--- config.mk ---
export PLATFORM = sky130hd
export DESIGN_NAME = systolic_feeder
export DESIGN_NICKNAME = d
export VERILOG_FILES = /design/src/rtl/systolic_feeder.sv
export SDC_FILE = /design/constraint.sdc
export NUM_CORES = 2
export LEC_CHECK = 0
export ABC_AREA = 1
export CORE_AREA = 2 2 448 450
export DETAILED_ROUTE_END_ITERATION = 6
export DIE_AREA = 0 0 450 452
export PLACE_DENSITY_LB_ADDON = 0.25
export SETUP_SLACK_MARGIN = 0.5
export SLEW_MARGIN = 15
export SYNTH_ARGS = -nofsm -noshare
export SYNTH_HDL_FRONTEND = slang
export SYNTH_SLANG_ARGS = --single-unit
--- constraint.sdc ---
create_clock -name clk -period 1.4 [get_ports clk]
set_input_delay 0.42 -clock clk [delete_from_list [all_inputs] [get_ports clk]]
set_output_delay 0.42 -clock clk [all_outputs]
set_load 0.05 [all_outputs]
--- src/rtl/systolic_feeder.sv ---
// systolic_feeder: upstream stage of an NxN output-stationary systolic array.
// Accepts one A column and one B row per valid/ready beat, applies the
// diagonal skew (lane i delayed i cycles) onto the north (input_data) and
// west (weight_data) buses, flushes zeros after K beats and then strobes
// load so the array captures its accumulators. done pulses one cycle later.
// Optional feature macro: FEEDER_STALL_CNT_EN adds a 16-bit stall_cnt output
// counting STREAM cycles with in_valid low (saturating).
module systolic_feeder #(
    parameter int N      = 9,
    parameter int DW     = 32,
    parameter int K      = 9,
    parameter int PE_LAT = 1
) (
    input  logic            clk,
    input  logic            reset,
    input  logic            in_valid,
    output logic            in_ready,
    input  logic [N*DW-1:0] a_vec,
    input  logic [N*DW-1:0] b_vec,
    output logic [N*DW-1:0] input_data,
    output logic [N*DW-1:0] weight_data,
    output logic            load,
    output logic            busy,
    output logic            done
`ifdef FEEDER_STALL_CNT_EN
    ,
    output logic [15:0]     stall_cnt
`endif
);

    localparam int BCW = $clog2(K + 1);
    localparam int DCW = $clog2(2 * N + PE_LAT);

    // Last beat of a product; the beat counter compares against this.
    localparam logic [BCW-1:0] K_LAST     = BCW'(K);
    // Cycles spent in DRAIN so the final product reaches PE(N-1,N-1) and
    // settles through its accumulator register before load.
    localparam logic [DCW-1:0] DRAIN_INIT = DCW'(2 * N - 2 + PE_LAT);

    localparam logic [1:0] ST_IDLE   = 2'd0;
    localparam logic [1:0] ST_STREAM = 2'd1;
    localparam logic [1:0] ST_DRAIN  = 2'd2;
    localparam logic [1:0] ST_LOAD   = 2'd3;

    logic [1:0]     state_reg, state_next;
    logic [BCW-1:0] beat_reg, beat_next;
    logic [DCW-1:0] drain_reg, drain_next;
    logic           in_ready_reg, in_ready_next;
    logic           done_reg;
    logic           xfer;
    logic [BCW-1:0] beat_plus;

    // A beat moves only when the registered ready is high.
    assign xfer      = in_valid && in_ready_reg;
    assign beat_plus = beat_reg + BCW'(1);

    // Next-state logic: count beats, switch to DRAIN on the K-th beat,
    // count the flush down, then one LOAD cycle back to IDLE.
    always_comb begin
        state_next = state_reg;
        beat_next  = beat_reg;
        drain_next = drain_reg;
        case (state_reg)
            ST_IDLE, ST_STREAM: begin
                if (xfer) begin
                    if (beat_plus == K_LAST) begin
                        state_next = ST_DRAIN;
                        beat_next  = '0;
                        drain_next = DRAIN_INIT;
                    end else begin
                        state_next = ST_STREAM;
                        beat_next  = beat_plus;
                    end
                end
            end
            ST_DRAIN: begin
                if (drain_reg == '0) begin
                    state_next = ST_LOAD;
                end else begin
                    drain_next = drain_reg - DCW'(1);
                end
            end
            default: begin
                state_next = ST_IDLE;
            end
        endcase
        in_ready_next = (state_next == ST_IDLE) || (state_next == ST_STREAM);
    end

    // Control registers; ready is registered so it stays low through reset
    // and rises the cycle after reset is released.
    always_ff @(posedge clk) begin
        if (reset) begin
            state_reg    <= ST_IDLE;
            beat_reg     <= '0;
            drain_reg    <= '0;
            in_ready_reg <= 1'b0;
            done_reg     <= 1'b0;
        end else begin
            state_reg    <= state_next;
            beat_reg     <= beat_next;
            drain_reg    <= drain_next;
            in_ready_reg <= in_ready_next;
            done_reg     <= (state_reg == ST_LOAD);
        end
    end

    assign in_ready = in_ready_reg;
    assign load     = (state_reg == ST_LOAD);
    assign busy     = (state_reg != ST_IDLE);
    assign done     = done_reg;

    // Skew pipeline: lane gi owns a capture register plus gi delay stages.
    // Cycles without a transfer inject zeros so bubbles add nothing to the
    // accumulators and the diagonal alignment is preserved.
    for (genvar gi = 0; gi < N; gi++) begin : g_lane
        logic [DW-1:0] a_sr_reg [0:gi];
        logic [DW-1:0] b_sr_reg [0:gi];

        // Capture (or inject zero) then shift one stage per cycle.
        always_ff @(posedge clk) begin
            if (reset) begin
                for (int j = 0; j <= gi; j++) begin
                    a_sr_reg[j] <= '0;
                    b_sr_reg[j] <= '0;
                end
            end else begin
                a_sr_reg[0] <= xfer ? a_vec[(N-1-gi)*DW +: DW] : '0;
                b_sr_reg[0] <= xfer ? b_vec[(N-1-gi)*DW +: DW] : '0;
                for (int j = 1; j <= gi; j++) begin
                    a_sr_reg[j] <= a_sr_reg[j-1];
                    b_sr_reg[j] <= b_sr_reg[j-1];
                end
            end
        end

        assign input_data[(N-1-gi)*DW +: DW]  = a_sr_reg[gi];
        assign weight_data[(N-1-gi)*DW +: DW] = b_sr_reg[gi];
    end

`ifdef FEEDER_STALL_CNT_EN
    logic [15:0] stall_cnt_reg;

    // Stall counter: restarts with each product, counts empty STREAM
    // cycles, saturates, and holds through DRAIN/LOAD/IDLE.
    always_ff @(posedge clk) begin
        if (reset) begin
            stall_cnt_reg <= '0;
        end else if ((state_reg == ST_IDLE) && xfer) begin
            stall_cnt_reg <= '0;
        end else if ((state_reg == ST_STREAM) && !in_valid &&
                     (stall_cnt_reg != 16'hFFFF)) begin
            stall_cnt_reg <= stall_cnt_reg + 16'd1;
        end
    end

    assign stall_cnt = stall_cnt_reg;
`endif

endmodule

* Yosys cells after proc, flatten, opt, wreduce, memory -nomap -nowiden
Memory sizes are Yosys's and may differ from the RTL's.
Index checks and enable logic that the tools add are counted.
** Word-level totals
- Logic and storage cells :: 255
- Memories kept :: 18
- Register bits :: 13
- Memory bits (writable) :: 2880
- Input port bits :: 579
- Output and inout port bits :: 580
** Memories
- g_lane[8].a_sr_reg :: depth 9, width 32, rd ports 9, clocked after memory_dff 0, wr ports 9, RTL line 117 : logic [DW-1:0] a_sr_reg [0:gi];
- g_lane[8].b_sr_reg :: depth 9, width 32, rd ports 9, clocked after memory_dff 0, wr ports 9, RTL line 118 : logic [DW-1:0] b_sr_reg [0:gi];
- g_lane[7].a_sr_reg :: depth 8, width 32, rd ports 8, clocked after memory_dff 0, wr ports 8, RTL line 117
- g_lane[7].b_sr_reg :: depth 8, width 32, rd ports 8, clocked after memory_dff 0, wr ports 8, RTL line 118
- g_lane[6].a_sr_reg :: depth 7, width 32, rd ports 7, clocked after memory_dff 0, wr ports 7, RTL line 117
- g_lane[6].b_sr_reg :: depth 7, width 32, rd ports 7, clocked after memory_dff 0, wr ports 7, RTL line 118
- +12 memories
** Cells by class
- Mux-type cells :: 122
- Reduce and logical (&&, ||, !) cells :: 12
- Equal/unequal tests :: 8
- Add/subtract/negate cells :: 2
- Bitwise logic cells :: 88
** Operator list (count)
- 32-bit two-way mux :: 108
- 1-bit bitwise OR :: 88
- 32-bit OR reduction :: 2
- 5-bit two-way mux :: 3
- 5-bit one-hot mux with 2 select lines :: 1
- 2-bit two-way mux :: 3
- 2-bit != test, second input constant :: 3
- 5-bit zero test :: 1
- 1-bit two-way mux :: 5
- 5-bit by 1-bit subtractor with 5-bit output, second input constant :: 1
- 4-bit by 1-bit adder with 4-bit output, second input constant :: 1
- 2-bit by 1-bit equality test with 1-bit output, second input constant :: 2
- 2-bit equality test, second input constant :: 2
- 4-bit equality test, second input constant :: 1
- 2-bit zero test :: 2
- 4-bit two-way mux :: 1
- 2-bit one-hot mux with 2 select lines :: 1
- 4-bit AND reduction :: 1
- 2-bit nonzero test :: 2
- 2-bit AND reduction :: 1
- 2-bit OR reduction :: 1
- 1-bit logical AND :: 1
- 1-bit logical OR :: 1

* Longest topological paths before layout
- Word-level depth :: 7
- Depth in mapped cells :: 10
- Mapped depth without buffers :: 10

* Worst setup path before layout
Ideal clock, no wire load.
- Path type :: register to register
- From :: register in_ready_reg (netlist: in_ready)
- To :: memory g_lane[3].a_sr_reg[0][0]
- Cell stages (with the launch flop) :: 7
- Setup slack :: -56 ps
- Path buffers :: 2
- Period minus slack after synthesis :: 1456 ps
- Arrival time :: 1392 ps
- Data required time :: 1336 ps
- Library setup time :: 64 ps
- Cells stage by stage :: dfxtp_1 -> nand2_1 -> inv_2 -> nand2_4 -> buf_4 -> buf_2 -> nor2_1
** RTL lines
- start, declared :: RTL line 48 : logic in_ready_reg, in_ready_next;
- start signal, assigned :: RTL line 103 : in_ready_reg <= in_ready_next;
- end, declared :: RTL line 117

* Worst setup path in the final report
- From :: register state_reg[1]
- To :: output load
** On the way
- Word-level cells in the longest chain between the ends :: 1
** RTL lines
- start, declared :: RTL line 45 : logic [1:0] state_reg, state_next;
- start signal, assigned :: RTL line 100 : state_reg <= state_next;
- 2-bit equality test :: RTL line 109 : assign load = (state_reg == ST_LOAD);
- end, declared :: RTL line 22 : output logic load,
Every way passes these cells.

==> flow_summary.yaml <==
run_status:
  status: "finished with violations"
  violations: "negative setup slack"
sta:
  fmax_mhz: 492.4
  drv_slew: 0
  setup_viol_count_final: 1116
  fin_ws_ns: -0.6308
  relSlewSlack_pct: 64.90
  final.min_clock_period_ns: 2.031
  hold_viol_final: 0
  rsz0062_at_grt: "yes"
  final.setup.tns_ns: -285.66
  worst_pin_slew_ns: 0.5246
  skew_ns: 0.06235
  finalCritPeriodShare_pct: 145.1
setup_path:
  cp-endpoint: "load"
  reg2reg_depth: 11
  worstReg2RegEnd: "g_lane[7].b_sr_reg[0][24]$_SDFF_PP0_"
  critPathCaptureType: "output pin"
  critPathKind: "register to output pin"
  startpoint: "state_reg[1]$_SDFF_PP0_"
  crit_fanout: 4
  timing.rr.start: "in_ready$_SDFF_PP0_"
  startpoint_type: "register"
  r2r_setup_slack_ns: -0.22
  critical_path_required_ns: 0.98
  cp.arrival_ns: 1.61
global_routing:
  grt_pass1_vias: 53340
  groute.usage.overall_pct: 20.40
  antenna_found_initial: 66
  grt_pass1_wl_um: 313300
  grt_overflow: 0
  grt_start_max_net_pins: 115
final_layout:
  drive_gt1_share_pct: 18.63
  postLayoutCoreUtil_pct: 60.63
  layout_commonest_cell: "inv_1"
  fillerInstances: 16160
  stdcell_area_sq_um: 120400
  seqCellArea_sq_um: 58790
  layout_common_cells: "inv_1, nor2_1, dfxtp_1"
  nets: 11430
  instances_no_fill: 13750
  synthToLayoutAreaGrowth_pct: 43.03
  multi_input_area_sq_um: 12260
detailed_routing:
  drt-initial-drc-count: 2605
  firstDrtPassIters: 5
  wirelength_um: 213300
  antenna_left: 0
  vias: 53640
  drc: 0
  routed_via_density: 3.902
  avgRoutedWirePerCell_um: 15.51
floorplan:
  fp.dieH_um: 452
  pin_count: 1159
  die-area_sq_um: 203400
  die_width_um: 450
  core_sq_um: 198600
  num_rows: 164
  initial_core_util_pct: 42.39
min_path:
  whs_path_depth: 3
  min_path_type: "primary input to register"
synthesis:
  yosysSeqAreaShare_pct: 68.78
  synth.net_count: 9963
  synthDistinctLibCells: 24
  yosysWarnings: 0
  synth_area_sq_um: 84200
  synthCells: 9381
  avgSynthCellArea_sq_um: 8.976
  synth_seq_cells: 2893
clock_network:
  cts_tree: "yes"
  cts-root-buf: "clkbuf_16"
  insertion_delay_ns: 0.92
  clk_pin_slew_ns: 0.06
  cts.sinks: 2893
  cts_made_buffers: 303
  ctsLongestPathBuffers: 4
  cts_max_level: 5
place:
  dp.cells: 12710
  dp_hpwl_um: 152700
  gp_congestion: 0.9396
  numPortBuffers: 1158
  pre_cts_ws_ns: -0.4830
  placed_area_sq_um: 102700
job:
  maxCapViolCount: 0
power:
  p_leak_nw: 50.04
  ir_drop_mv: 1.101
  power_density_nw_per_um2: 1413
==> what timing repair did <==
| action | 4_1_cts | 5_1_grt |
|---|---|---|
| endpoints found under the hold margin | 421 | 0 |
| hold buffers | 406 | 0 |
| pin swaps | 5 | 3 |
| buffers inserted | 30 | 13 |
| gates resized for setup | 683 | 316 |
| cloned | 24 | 16 |
| setup endpoints to repair | 1172 | 1194 |
==> metal layers <==
layer | global-route usage [%] | part of all wire, % | up-vias
li1 | - | - | 27970
met5 | 0 | 0.024 | -
met1 | 22.53 | 39 | 24020
met3 | 5.340 | 5.6 | 469
met4 | 9.108 | 4.3 | 8
met2 | 36.65 | 51 | 1169
==> critical path, stage by stage, from the launching register on <==
cell and delay [ns]:
dfxtp_4 0.39, nand2_8 0.09, clkinvlp_4 0.10, buf_12 0.15
==> power by group <==
group / internal (mW) / leakage [nW] / switching [mW] / total, mW
combinational: 3.94 / 21.4 / 3.67 / 7.61
sequential: 83.2 / 23.7 / 0.407 / 83.6
clock: 47.7 / 4.91 / 31.3 / 78.9
total: 135 / 50.0 / 35.3 / 170
==> final cells by class <==
cell class,count,area share (%)
multi-input combinational,2952,10.18
clock buffer,434,7.373
clock inverter,90,0.8613
timing repair buffer,1798,20.91
inverter,2897,9.051
antenna,28,0.05818
sequential,2893,48.81
tap,2656,2.759
==> through the flow <==
stage	power, mW	hold WS (ns)
floorplan	88.01	0.3883
global placement	91.20	0.3883
detailed placement	91.23	0.3916
CTS	171.5	0.0001695
global route	176.2	0.02094
finish	170.1	0.07198
==> worst min-delay path by stage <==
| stage | startpoint | endpoint | slack (ns) |
|---|---|---|---|
| after global placement | g_lane[6].a_sr_reg[5][5]$_SDFF_PP0_ | g_lane[6].a_sr_reg[6][5]$_SDFF_PP0_ | 0.39 |
| final | b_vec[122] | g_lane[5].b_sr_reg[0][26]$_SDFF_PP0_ | 0.07 |
| after global routing | b_vec[122] | g_lane[5].b_sr_reg[0][26]$_SDFF_PP0_ | 0.02 |
| after detailed placement | g_lane[4].a_sr_reg[0][38]$_SDFF_PP0_ | g_lane[4].a_sr_reg[0][70]$_SDFF_PP0_ | 0.39 |
| after CTS | reset | g_lane[5].a_sr_reg[1][10]$_SDFF_PP0_ | 0.0002 |
| after floorplan | g_lane[1].a_sr_reg[0][0]$_SDFF_PP0_ | g_lane[1].a_sr_reg[0][32]$_SDFF_PP0_ | 0.39 |
==> cells in the mapped netlist (all sizes together) <==
library cell | instances | area share [%]
inv | 2897 | 13
dfxtp | 2893 | 69
nor2 | 2889 | 13
buf | 640 | 5.0
nand2 | 26 | 0.15
nand3 | 12 | 0.095
a21oi | 11 | 0.070
o21ai | 4 | 0.024
ha | 3 | 0.045
nand4 | 2 | 0.015
or2 | 2 | 0.015
a31oi | 1 | 0.0074
o21bai | 1 | 0.0089
==> logic make-up (layout without fill, tap and decap cells) <==
| family | after synthesis | in the layout | share of synthesized area [%] |
|---|---|---|---|
| simple gates | 2931 | 2932 | 13.16 |
| buf+inv | 3537 | 5219 | 17.90 |
| flops | 2893 | 2893 | 68.78 |
| compound gates | 17 | 17 | 0.1100 |
| other cells | 0 | 28 | 0 |
| fa+ha+maj | 3 | 3 | 0.04458 |
Note: power is estimated with default switching activity, not from simulation.
